[src/rtl/decode_issue_ctrl.sv]
// In-order fetch->decode instruction queue with a RUN/HALT issue sequencer.
// A funct3=0 SYSTEM word is issued, then issue stops until resume or flush.
module decode_issue_ctrl #(
  parameter int XLEN  = 32,
  parameter int DEPTH = 4
) (
  input  logic                     clk,
  input  logic                     rst,
  input  logic                     fetch_valid,
  output logic                     fetch_ready,
  input  logic [XLEN-1:0]          fetch_pc,
  input  logic [31:0]              fetch_instr,
  output logic                     dec_valid,
  input  logic                     dec_ready,
  output logic [XLEN-1:0]          dec_pc,
  output logic [31:0]              dec_instr,
  input  logic                     flush,
  input  logic                     resume,
  output logic                     halted,
  output logic [$clog2(DEPTH):0]   count
);
  localparam int PW = $clog2(DEPTH);
  localparam int CW = PW + 1;

  typedef struct packed {
    logic [XLEN-1:0] pc;
    logic [31:0]     instr;
  } entry_t;

  typedef enum logic {RUN, HALT} state_t;

  entry_t         mem [DEPTH];
  entry_t         head;
  logic [PW-1:0]  rd_ptr, wr_ptr;
  state_t         state, state_nx;
  logic           empty, full, push, pop, is_sys;

  assign head  = mem[rd_ptr];
  assign empty = (count == '0);
  assign full  = (count == CW'(DEPTH));

  // fetch_ready deliberately ignores dec_ready: no decode->fetch comb path
  assign fetch_ready = rst & ~full & ~flush;
  assign dec_valid   = ~empty & (state == RUN) & ~flush;
  assign push        = fetch_valid & fetch_ready;
  assign pop         = dec_valid & dec_ready;

  assign dec_pc    = empty ? '0 : head.pc;
  assign dec_instr = empty ? '0 : head.instr;
  assign halted    = (state == HALT);

  assign is_sys = (head.instr[6:0] == 7'b1110011) && (head.instr[14:12] == 3'b000);

  always_comb begin
    state_nx = state;
    if (flush) state_nx = RUN;
    else begin
      case (state)
        RUN:  if (pop && is_sys) state_nx = HALT;
        HALT: if (resume)        state_nx = RUN;
        default:                 state_nx = RUN;
      endcase
    end
  end

  always_ff @(posedge clk or negedge rst) begin
    if (!rst) state <= RUN;
    else      state <= state_nx;
  end

  always_ff @(posedge clk or negedge rst) begin
    if (!rst) begin
      rd_ptr <= '0;
      wr_ptr <= '0;
      count  <= '0;
    end else if (flush) begin
      rd_ptr <= '0;
      wr_ptr <= '0;
      count  <= '0;
    end else begin
      if (push) wr_ptr <= wr_ptr + 1'b1;
      if (pop)  rd_ptr <= rd_ptr + 1'b1;
      case ({push, pop})
        2'b10:   count <= count + 1'b1;
        2'b01:   count <= count - 1'b1;
        default: count <= count;
      endcase
    end
  end

  // storage needs no reset; occupancy is tracked by count alone
  always_ff @(posedge clk) begin
    if (push) mem[wr_ptr] <= '{pc: fetch_pc, instr: fetch_instr};
  end
endmodule

[config.mk]
export PLATFORM = sky130hd
export DESIGN_NAME = decode_issue_ctrl
export DESIGN_NICKNAME = d
export VERILOG_FILES = /design/src/rtl/decode_issue_ctrl.sv
export SDC_FILE = /design/constraint.sdc
export NUM_CORES = 1
export LEC_CHECK = 0
export ABC_AREA = 1
export ABC_CLOCK_PERIOD_IN_PS = 3600
export CAP_MARGIN = 10
export CORE_MARGIN = 2
export CORE_UTILIZATION = 45
export DETAILED_ROUTE_END_ITERATION = 12
export PLACE_DENSITY = 0.81
export RECOVER_POWER = 100
export REMOVE_ABC_BUFFERS = 1
export SYNTH_ARGS = -nofsm -noshare
export SYNTH_HDL_FRONTEND = slang
export SYNTH_SLANG_ARGS = --single-unit
[constraint.sdc]
create_clock -name clk -period 3.6 [get_ports clk]
set_input_delay 0.54 -clock clk [delete_from_list [all_inputs] [get_ports clk]]
set_output_delay 0.54 -clock clk [all_outputs]
set_load 0.02 [all_outputs]
==> summary.md, run 1 <==
| Metric | Value |
|---|---|
| Classification of the worst setup path | reg2out |
| Global-route wire length before repair | 35600 um |
| Max IR drop VDD | 0.771 mV |
| Num ports | 140 |
| Synth area leaders | edfxtp_1, nor2_1, o21ai_0 |
| FP Rows | 55 |
| Layout area overhead | 25.8% |
| Sw Share | 32.1% |
| Number of enable flip-flop cells after synthesis | 256 |
| Fillers | 1775 |
| RSZ-0062 raised after global routing | no |
| Finished Layout Cells | 1336 |
| Final Max Tran Viols | 0 |
| Startpoint Class | flip-flop |
| Flops & latches, synth | 264 |
| Clk sinks | 264 |
| Worst Path Max Fanout | 21 |
| Achievable Freq | 295 MHz |
| Clk pin slew, worst setup/hold paths | 0.06 ns |
| Initial core utilization | 46.1% |
| Worst Hold Class | in2async |
| Critical-path top delay cell | dlygate4sd3_1 |
| Fin Clk Skew | 0.00699 ns |
| PD cells | 699 nW/um2 |
| Ys async rst share | 3.03% |
| Seq. cell area | 7890 um2 |
| Max-cap viol count | 0 |
| CP max stage delay | 0.67 ns |
| Hold_buf cts | 0 |
| Worst reg2reg startpoint | count[0] |
| Die ar. | 24600 um2 |
| Wire length per cell | 17.0 um |
| Longest Clk Path Bufs | 3 |
| Core area | 22800 um2 |
| Share of cells above drive strength 1 | 6.76% |
| Synth Instances | 861 |
| Top FF cell, synth | edfxtp_1 |
| Initial antenna violation count | 4 |
| Largest net degree at the start of global routing | 69 |
| Detailed Routing Iterations Pass 1 | 5 |
| Switching power | 0.00297 W |
| CTS H-tree lvls | 1 |
| Count of final hold-check violations | 0 |
| GP Congestion | 0.801 |
| Worst reg2reg path endpoint | mem[3][31] |
| Post-synth cell types | 21 |
| Vias in the first global route | 7083 |
| Synth top area share | 73.1% |
| Int Pwr | 0.00628 W |
| Mapped Area | 10500 um2 |
| Slew Limit Headroom | 18.8% |
| Setup violators final | 0 |
| Post-synth top cells | edfxtp_1, nor2_1, o21ai_0 |
| Num CTS Buffers | 28 |
| Vias per inst | 5.15 |
| Status | finished, final reports clean |
| Required time worst endpoint | 3.06 ns |
| CP arrival | 2.85 ns |
| Total Wirelength | 22800 um |
| Element type at the critical path end | primary output |
| Nets | 1074 |
| Synth warn | 0 |
| Clock power frac | 31.2% |
| Vias | 6876 |
| Sequential area share after synthesis | 75.0% |
| PostCTS Resize Cnt | 0 |
| Die width | 157 um |
| Final ANT Viol Nets | 0 |
| Most common cell in the netlist | edfxtp_1 |
| CP cell instances | inv_1, buf_4, nor2_1, o21ai_0, a21oi_1, dlygate4sd3_1 |
| Post-CTS Setup Inserts | 0 |
| Total negative setup slack | 0 ns |
| Slew @ Worst Pin | 1.22 ns |
| Clk Latency, worst-skew pair | 0.52 ns |
| Die Y | 157 um |
| Leakage power figure | 4.71 nW |
| DRT iter0 DRCs | 475 |
| Multi-input gate area | 2270 um2 |
| FF-to-FF path depth | 6 |
| CTS tree | done |
| Placed cells | 1282 |
| Area leader, netlist | edfxtp_1 |
| Remaining DRCs | 0 |
| Reg2reg setup slack | 0.88 ns |
| Part of the power in registers | 37.8% |
| Combinational share of power | 31.0% |
| GRT Util Overall | 18.5% |
| Final period util | 94.1% |
| Clock Tree Root | clkbuf_16 |
| Total grt overflow | 0 |
| Min cycle time layout | 3.39 ns |
| Mean Syn Cell Area | 12.2 um2 |
| DP HPWL | 13200 um |
| I/O Buffers | 139 |
flip-flops by register name (all words and copies together) (netlist names):
signal and count:
count 3, halted 1, mem 256, wr_ptr 2, rd_ptr 2
area by class of cell:
class / instances / share of cell area, %
well taps: 313 / 2.96
clock buffers: 33 / 5.60
multi-input cells: 512 / 17.1
repair buffers: 158 / 12.0
clock inverters: 19 / 1.56
diodes: 2 / 0.0379
inverters: 35 / 1.00
flip-flops and latches: 264 / 59.7
critical path: cells and delay by family (launching register included):
kind	cells	cell delay, ns
and+or+nand+nor	1	0.08
DFF	1	0.41
AOI/OAI and AO/OA	2	0.19
buffers and inverters	3	1.62
power by group through the flow:
stage                     Combinational, W  Clock, W  Sequential (W)
after floorplan                    0.00146         0         0.00368
after global placement             0.00297         0         0.00356
after detailed placement           0.00301         0         0.00356
after CTS                          0.00304   0.00295         0.00350
after global routing               0.00313   0.00306         0.00350
final                              0.00287   0.00289         0.00350
cells in the final DEF, fill, tap and decap left out:
| cell | n |
|---|---|
| inv_1 | 33 |
| clkinv_1 | 4 |
| buf_4 | 4 |
| nand4_2 | 1 |
| edfxtp_1 | 256 |
| dfrtp_2 | 1 |
| nand2_1 | 69 |
| clkbuf_4 | 1 |
| clkbuf_1 | 6 |
| nor3_1 | 2 |
| diode_2 | 2 |
| clkbuf_2 | 6 |
| a21oi_1 | 61 |
| xnor2_1 | 1 |
| clkbuf_16 | 29 |
| nand3_1 | 28 |
| o21ai_0 | 109 |
| bufinv_16 | 4 |
| buf_12 | 6 |
| dfrtp_1 | 6 |
| ha_1 | 4 |
| dfrtp_4 | 1 |
| fa_1 | 1 |
| nor2_4 | 3 |
| o21ai_1 | 6 |
| nor2_1 | 227 |
| dlygate4sd3_1 | 115 |
| clkinv_2 | 7 |
| clkinvlp_4 | 6 |
| clkdlybuf4s50_1 | 24 |
kinds of logic (layout without fill, tap and decap cells):
kind of cell | count (synthesis) | after routing | synth area share (%)
and+or+nand+nor | 330 | 330 | 12.2
xor gates and xnor gates | 1 | 1 | 0.0833
AOI/OAI and AO/OA | 176 | 176 | 8.38
adders and majority gates | 5 | 5 | 0.667
other | 0 | 2 | 0
buffers and inverters | 85 | 245 | 3.61
DFF | 264 | 264 | 75.0
metrics by stage:
| stage | instance area [um2] | power, W | hold slack (ns) | setup slack (ns) | util (%) |
|---|---|---|---|---|---|
| 3_3_place_gp | 12300 | 0.00653 | 0.526 | 0.931 | 54.1 |
| 6_report | 13200 | 0.00925 | 0.525 | 0.213 | 58.1 |
| 4_1_cts | 13300 | 0.00948 | 0.283 | 0.284 | 58.2 |
| 3_5_place_dp | 12300 | 0.00657 | 0.550 | 0.885 | 54.1 |
| 5_1_grt | 13200 | 0.00969 | 0.541 | 0.0680 | 58.0 |
| 2_1_floorplan | 10300 | 0.00514 | 0.244 | -1.77 | - |
per-layer routing:
layer  global-route usage, %  share of wire [%]  up-vias
met4                    7.08                2.4        4
met5                       0              0.079        -
met2                    32.0                 49      239
li1                        -                  -     3286
met3                    3.77                6.5       47
met1                    23.1                 42     3300
worst max-delay path by stage:
stage | from | to | slack, ns | cells after the start
after floorplan | count[0] | count[2] | -1.77 | 11
after global placement | rd_ptr[0] | dec_pc[10] | 0.93 | 6
final | rd_ptr[1] | dec_pc[12] | 0.21 | 6
after global routing | rd_ptr[0] | dec_pc[22] | 0.07 | 6
after CTS | rd_ptr[0] | dec_pc[17] | 0.28 | 6
after detailed placement | rd_ptr[0] | dec_pc[19] | 0.88 | 6
Power figures use the tool's default switching activity.
==> run 2, diff against run 1 <==
--- a/config.mk
+++ b/config.mk
@@ -5,8 +5,7 @@
 export SDC_FILE = /design/constraint.sdc
 export NUM_CORES = 1
 export LEC_CHECK = 0
-export ABC_AREA = 1
-export ABC_CLOCK_PERIOD_IN_PS = 3600
+export ABC_CLOCK_PERIOD_IN_PS = 2800
 export CAP_MARGIN = 10
 export CORE_MARGIN = 2
 export CORE_UTILIZATION = 45
==> constraint.sdc (replaced) <==
create_clock -name clk -period 2.8 [get_ports clk]
set_input_delay 0.42 -clock clk [delete_from_list [all_inputs] [get_ports clk]]
set_output_delay 0.42 -clock clk [all_outputs]
set_load 0.02 [all_outputs]
==> summary.md, run 2 <==
| Metric | Value |
|---|---|
| Worst setup margin | 0.0729 ns (was 0.213 ns) |
| Commonest cells after routing, fill and taps aside | edfxtp_1, dlygate4sd3_1, mux4_2 (was edfxtp_1, nor2_1, dlygate4sd3_1) |
| Share of cells above drive strength 1 | 22.7% (was 6.76%) |
| Area leader, netlist | edfxtp_1 (unchanged) |
| Clk sinks | 264 (unchanged) |
| Synth top area share | 75.5% (was 73.1%) |
| Clk pin slew, worst setup/hold paths | 0.06 ns (about the same) |
| Required time worst endpoint | 2.38 ns (was 3.06 ns) |
| Most common cell in the netlist | edfxtp_1 (unchanged) |
| Hold_ws | 0.415 ns (was 0.525 ns) |
| Final Max Tran Viols | 0 (unchanged) |
| Metal2 WL | 10600 um (was 11100 um) |
| Ys async rst share | 3.03% (unchanged) |
| Number of enable flip-flop cells after synthesis | 256 (unchanged) |
| Nets | 711 (was 1074) |
| Total grt overflow | 0 (unchanged) |
| Num ports | 140 (unchanged) |
| Clk Latency, worst-skew pair | 0.52 ns (about the same) |
| Synth Instances | 462 (was 861) |
| GP Congestion | 0.697 (was 0.801) |
| Count of final hold-check violations | 0 (unchanged) |
| Wl on met1 | 8320 um (was 9580 um) |
| DRT iter0 DRCs | 356 (was 475) |
| Max-cap viol count | 0 (unchanged) |
| Longest Clk Path Bufs | 3 (unchanged) |
| Status | finished, final reports clean (unchanged) |
| I/O Buffers | 139 (unchanged) |
| Largest net degree at the start of global routing | 65 (was 69) |
| Mean Syn Cell Area | 22.0 um2 (was 12.2 um2) |
| Slew Limit Headroom | 52.5% (was 18.8%) |
| Vias | 5020 (was 6876) |
| FP Rows | 55 (unchanged) |
| Seq. cell area | 7900 um2 (was 7890 um2) |
| Worst Hold Class | in2async (unchanged) |
| Flops & latches, synth | 264 (unchanged) |
| CP arrival | 2.31 ns (was 2.85 ns) |
| Sequential area share after synthesis | 77.4% (was 75.0%) |
| Synth area leaders | edfxtp_1, mux4_2, and2_1 (was edfxtp_1, nor2_1, o21ai_0) |
| Initial core utilization | 45.4% (was 46.1%) |
| Wire length per cell | 21.6 um (was 17.0 um) |
| Element type at the critical path end | primary output (unchanged) |
| Utilization after layout | 58.2% (was 58.1%) |
| GRT Util Overall | 16.7% (was 18.5%) |
| Vias in the first global route | 5397 (was 7083) |
| Setup violators final | 0 (unchanged) |
| Final period util | 97.4% |
| Post-synth top cells | edfxtp_1, and2_1, mux4_2 (was edfxtp_1, nor2_1, o21ai_0) |
| Max IR drop VDD | 0.623 mV (was 0.771 mV) |
| Pre-CTS worst setup slack | 0.218 ns (was 0.885 ns) |
| PD cells | 868 nW/um2 (was 699 nW/um2) |
| CTS H-tree lvls | 1 (unchanged) |
| Vias per inst | 5.32 (was 5.15) |
| WL met3 | 1150 um (was 1490 um) |
| Achievable Freq | 367 MHz |
| Core area | 22400 um2 (was 22800 um2) |
| Largest Register | mem (unchanged) |
| Startpoint Class | flip-flop (unchanged) |
| Slew @ Worst Pin | 0.713 ns (was 1.22 ns) |
| CTS tree | done (unchanged) |
| Top FF cell, synth | edfxtp_1 (unchanged) |
| Global-route wire length before repair | 30600 um (was 35600 um) |
| Detailed Routing Iterations Pass 1 | 7 (was 5) |
| Die ar. | 23900 um2 (was 24600 um2) |
| Classification of the worst setup path | reg2out (unchanged) |
| Hold_buf cts | 0 (unchanged) |
| Post-synth cell types | 33 (was 21) |
| Min cycle time layout | 2.73 ns |
| Most common cell after layout, fill and taps aside | edfxtp_1 (unchanged) |
| Total Wirelength | 20400 um (was 22800 um) |
| Fin Clk Skew | 0.0113 ns (was 0.00699 ns) |
| Mapped Area | 10200 um2 (was 10500 um2) |
| Synth warn | 0 (unchanged) |
| Remaining DRCs | 0 (unchanged) |
| Fillers | 1655 (was 1775) |
| Multi-input gate area | 2180 um2 (was 2270 um2) |
| Leakage power figure | 4.47 nW (was 4.71 nW) |
| DP HPWL | 11800 um (was 13200 um) |
| Max reg flops | 256 (unchanged) |
| Die Y | 154 um (was 157 um) |
| Final ANT Viol Nets | 0 (unchanged) |
| Initial antenna violation count | 2 (was 4) |
| Worst Path Max Fanout | 7 (was 21) |
| Top Registers | mem x256, count x3 (unchanged) |
| Layout area overhead | 28.3% (was 25.8%) |
| Num CTS Buffers | 26 (was 28) |
| Uppermost layer routed | met4 (was met5) |
| Clock Tree Root | clkbuf_16 (unchanged) |
| Die width | 154 um (was 157 um) |
| Total negative setup slack | 0 ns (unchanged) |
[run 2: worst paths after layout]
check,cells past startpoint,start,end,slack [ns]
worst min register to register,2,wr_ptr[1],wr_ptr[1],0.60
worst min-delay path,2,rst,count[0],0.41
max in group asynchronous,2,rst,rd_ptr[0],2.00
worst max register to register,8,count[1],count[2],0.26
worst max-delay path,5,rd_ptr[0],dec_pc[30],0.07
min in group clk,2,resume,halted,0.49
[run 2: report_power, final]
group,switching [W],internal [W],leakage (nW),total (W)
Combinational,0.00161,0.00150,1.60,0.00311
Sequential,0.0000574,0.00444,2.42,0.00450
Clock,0.00138,0.00235,0.454,0.00374
[run 2: metal layers]
metal  vias up  GRT usage (%)
li1       2233              -
met1      2608           21.6
met2       147           29.9
met3        32           2.94
met4         0           3.48
met5         -              0
[run 2: area by class of cell]
type / instances / share of cell area, %
Antenna cell: 2 / 0.0383
Clock buffer: 31 / 5.12
Clock inverter: 17 / 2.06
Inverter: 4 / 0.115
Multi-Input combinational cell: 171 / 16.7
Sequential cell: 264 / 60.4
Tap cell: 285 / 2.73
Timing Repair Buffer: 169 / 12.8
[run 2: per-stage QoR]
step / cells / total power [W] / cell area (um2)
after floorplan: 439 / 0.00635 / 10100
after global placement: 880 / 0.00773 / 12100
after detailed placement: 880 / 0.00779 / 12100
after CTS: 936 / 0.0114 / 13100
after global routing: 942 / 0.0118 / 13100
final: 943 / 0.0113 / 13100
[run 2: critical path: stages (launching register included)]
cell	delay [ns]
dfrtp_4	0.47
buf_4	0.17
clkbuf_16	0.18
mux4_2	0.49
and2_1	0.17
dlygate4sd2_1	0.31
[run 2: kinds of logic after synthesis]
logic type,share of synthesized area (%)
xor gates and xnor gates,0.258
and+or+nand+nor,5.53
DFF,77.4
buffers and inverters,1.30
muxes,14.5
adders and majority gates,0.688
AOI/OAI and AO/OA,0.258
[run 2: repair_timing]
action | 4_1_cts | 5_1_grt
resized for setup | 100 | 17
endpoints found under the setup margin | 65 | 36
setup buffers | 6 | 3
gates cloned | 2 | 2
==> run 3, diff against run 2 <==
--- a/config.mk
+++ b/config.mk
@@ -9,6 +9,7 @@
 export CAP_MARGIN = 10
 export CORE_MARGIN = 2
 export CORE_UTILIZATION = 45
+export CTS_BUF_LIST = sky130_fd_sc_hd__clkbuf_4 sky130_fd_sc_hd__clkbuf_8
 export DETAILED_ROUTE_END_ITERATION = 12
 export PLACE_DENSITY = 0.81
 export RECOVER_POWER = 100
==> summary.md, run 3 (synthesized netlist as in run 2, its figures left out) <==
| Metric | Value |
|---|---|
| Max-cap viol count | 0 (unchanged) |
| Setup violators final | 0 (unchanged) |
| Total Wirelength | 20400 um (about the same) |
| Required time worst endpoint | 2.38 ns (about the same) |
| Achievable Freq | 368 MHz (was 367 MHz) |
| Commonest cells after routing, fill and taps aside | edfxtp_1, dlygate4sd3_1, and2_1 (was edfxtp_1, dlygate4sd3_1, mux4_2) |
| Startpoint Class | flip-flop (unchanged) |
| Longest Clk Path Bufs | 3 (unchanged) |
| Classification of the worst setup path | reg2out (unchanged) |
| CTS H-tree lvls | 2 (was 1) |
| Num ports | 140 (unchanged) |
| CP arrival | 2.29 ns (was 2.31 ns) |
| Clk pin slew, worst setup/hold paths | 0.06 ns (about the same) |
| Remaining DRCs | 0 (unchanged) |
| Element type at the critical path end | primary output (unchanged) |
| Max reg flops | 256 (unchanged) |
| Max IR drop VDD | 0.391 mV (was 0.623 mV) |
| Final period util | 96.9% (was 97.4%) |
| Largest net degree at the start of global routing | 65 (unchanged) |
| GRT Util Overall | 17.0% (was 16.7%) |
| Fillers | 1673 (was 1655) |
| CP startpoint | rd_ptr[0] (unchanged) |
| Count of final hold-check violations | 0 (unchanged) |
| Initial antenna violation count | 2 (unchanged) |
| Initial core utilization | 45.4% (unchanged) |
| Die Y | 154 um (unchanged) |
| Fin Clk Skew | 0.0212 ns (was 0.0113 ns) |
| Slew @ Worst Pin | 0.704 ns (was 0.713 ns) |
| Worst setup margin | 0.0855 ns (was 0.0729 ns) |
| Vias | 5033 (was 5020) |
| Largest Register | mem (unchanged) |
| CTS tree | done (unchanged) |
| Multi-input gate area | 2160 um2 (was 2180 um2) |
| Core area | 22400 um2 (unchanged) |
| GP Congestion | 0.697 (unchanged) |
| Num CTS Buffers | 41 (was 26) |
| Final Max Tran Viols | 0 (unchanged) |
| Global-route wire length before repair | 30800 um (was 30600 um) |
| Die ar. | 23900 um2 (unchanged) |
| Finished Layout Cells | 962 (was 943) |
| Clock Tree Root | clkbuf_8 (was clkbuf_16) |
| Share of cells above drive strength 1 | 23.9% (was 22.7%) |
| CP max stage delay | 0.49 ns (about the same) |
| Critical-path top delay cell | mux4_2 (unchanged) |
| Clk sinks | 264 (unchanged) |
| CP cell instances | buf_6, clkbuf_16, mux4_2, and2_1, dlygate4sd2_1 (was buf_4, clkbuf_16, mux4_2, and2_1, dlygate4sd2_1) |
| Pre-CTS worst setup slack | 0.218 ns (unchanged) |
| Vias in the first global route | 5466 (was 5397) |
| Placed cells | 880 (unchanged) |
| Slew Limit Headroom | 53.1% (was 52.5%) |
| FF-to-FF path depth | 8 (unchanged) |
| Hold_buf cts | 0 (unchanged) |
| DP HPWL | 11800 um (unchanged) |
| Seq. cell area | 7900 um2 (unchanged) |
| Status | finished, final reports clean (unchanged) |
| Total grt overflow | 0 (unchanged) |
| Total negative setup slack | 0 ns (unchanged) |
| Most common cell after layout, fill and taps aside | edfxtp_1 (unchanged) |
| DRT iter0 DRCs | 294 (was 356) |
| Die width | 154 um (unchanged) |
| I/O Buffers | 139 (unchanged) |
| Vias per inst | 5.23 (was 5.32) |
| Utilization after layout | 57.3% (was 58.2%) |
| Final ANT Viol Nets | 0 (unchanged) |
| Wire length per cell | 21.2 um (was 21.6 um) |
| Min cycle time layout | 2.71 ns (was 2.73 ns) |
| Worst Path Max Fanout | 7 (unchanged) |
| Detailed Routing Iterations Pass 1 | 4 (was 7) |
| Layout area overhead | 26.2% (was 28.3%) |
| PD cells | 816 nW/um2 (was 868 nW/um2) |
| FP Rows | 55 (unchanged) |
| Worst Hold Class | in2async (unchanged) |
| Nets | 723 (was 711) |
| Worst reg2reg startpoint | count[1] (unchanged) |
| Top Registers | mem x256, count x3 (unchanged) |
| Leakage power figure | 4.40 nW (was 4.47 nW) |
| Clk Latency, worst-skew pair | 0.51 ns (was 0.52 ns) |
run 3: changes by cell type in the layout (fill, tap and decap cells not counted), sizes merged:
cell,delta
buf,-4
bufinv,-7
dlygate4sd2,-1
clkinv,+4
bufbuf,+1
clkbuf,+23
clkdlybuf4s15,+3
run 3: area by class of cell:
type	instances	area share, %
Tap cell	285	2.77
Clock inverter	14	0.477
Clock buffer	56	5.36
Timing Repair Buffer	166	13.0
Inverter	4	0.117
Antenna cell	2	0.0389
Multi-Input combinational cell	171	16.8
Sequential cell	264	61.4
run 3: worst max-delay path, delay by kind of cell (launching register included):
kind,cells,cell delay [ns]
simple gates,1,0.18
buf+inv,3,0.65
flops,1,0.46
mux,1,0.49
run 3: path summary, 6_finish.rpt:
| check | end | slack, ns |
|---|---|---|
| worst max-delay path | dec_instr[30] | 0.09 |
| worst min-delay path | count[1] | 0.43 |
| worst max register to register | count[2] | 0.25 |
| worst min register to register | wr_ptr[0] | 0.60 |
| max in group asynchronous | rd_ptr[1] | 1.96 |
| min in group clk | halted | 0.50 |
run 3: report_power, final:
| part | internal (W) | switching [W] |
|---|---|---|
| clock network | 0.00159 | 0.00134 |
| registers | 0.00444 | 0.0000554 |
| logic | 0.00147 | 0.00159 |
run 3: timing repair:
item                                    CTS  global route
endpoints found under the setup margin   65            39
setup buffers                             5             1
cloned                                    2             2
gates resized for setup                  99            10
run 3: per-layer routing:
metal | GRT usage [%] | share of wire [%] | vias up
met4 | 4.63 | 1.9 | 0
met5 | 0 | 0 | -
met2 | 29.8 | 52 | 160
met1 | 21.6 | 41 | 2588
met3 | 3.78 | 5.5 | 34
li1 | - | - | 2251
run 3: metrics by stage:
stage,area (um2),hold WS (ns),power (W)
floorplan,10100,0.124,0.00635
global placement,12100,0.562,0.00773
detailed placement,12100,0.588,0.00779
CTS,12900,0.206,0.0106
global route,12800,0.426,0.0110
finish,12900,0.432,0.0105
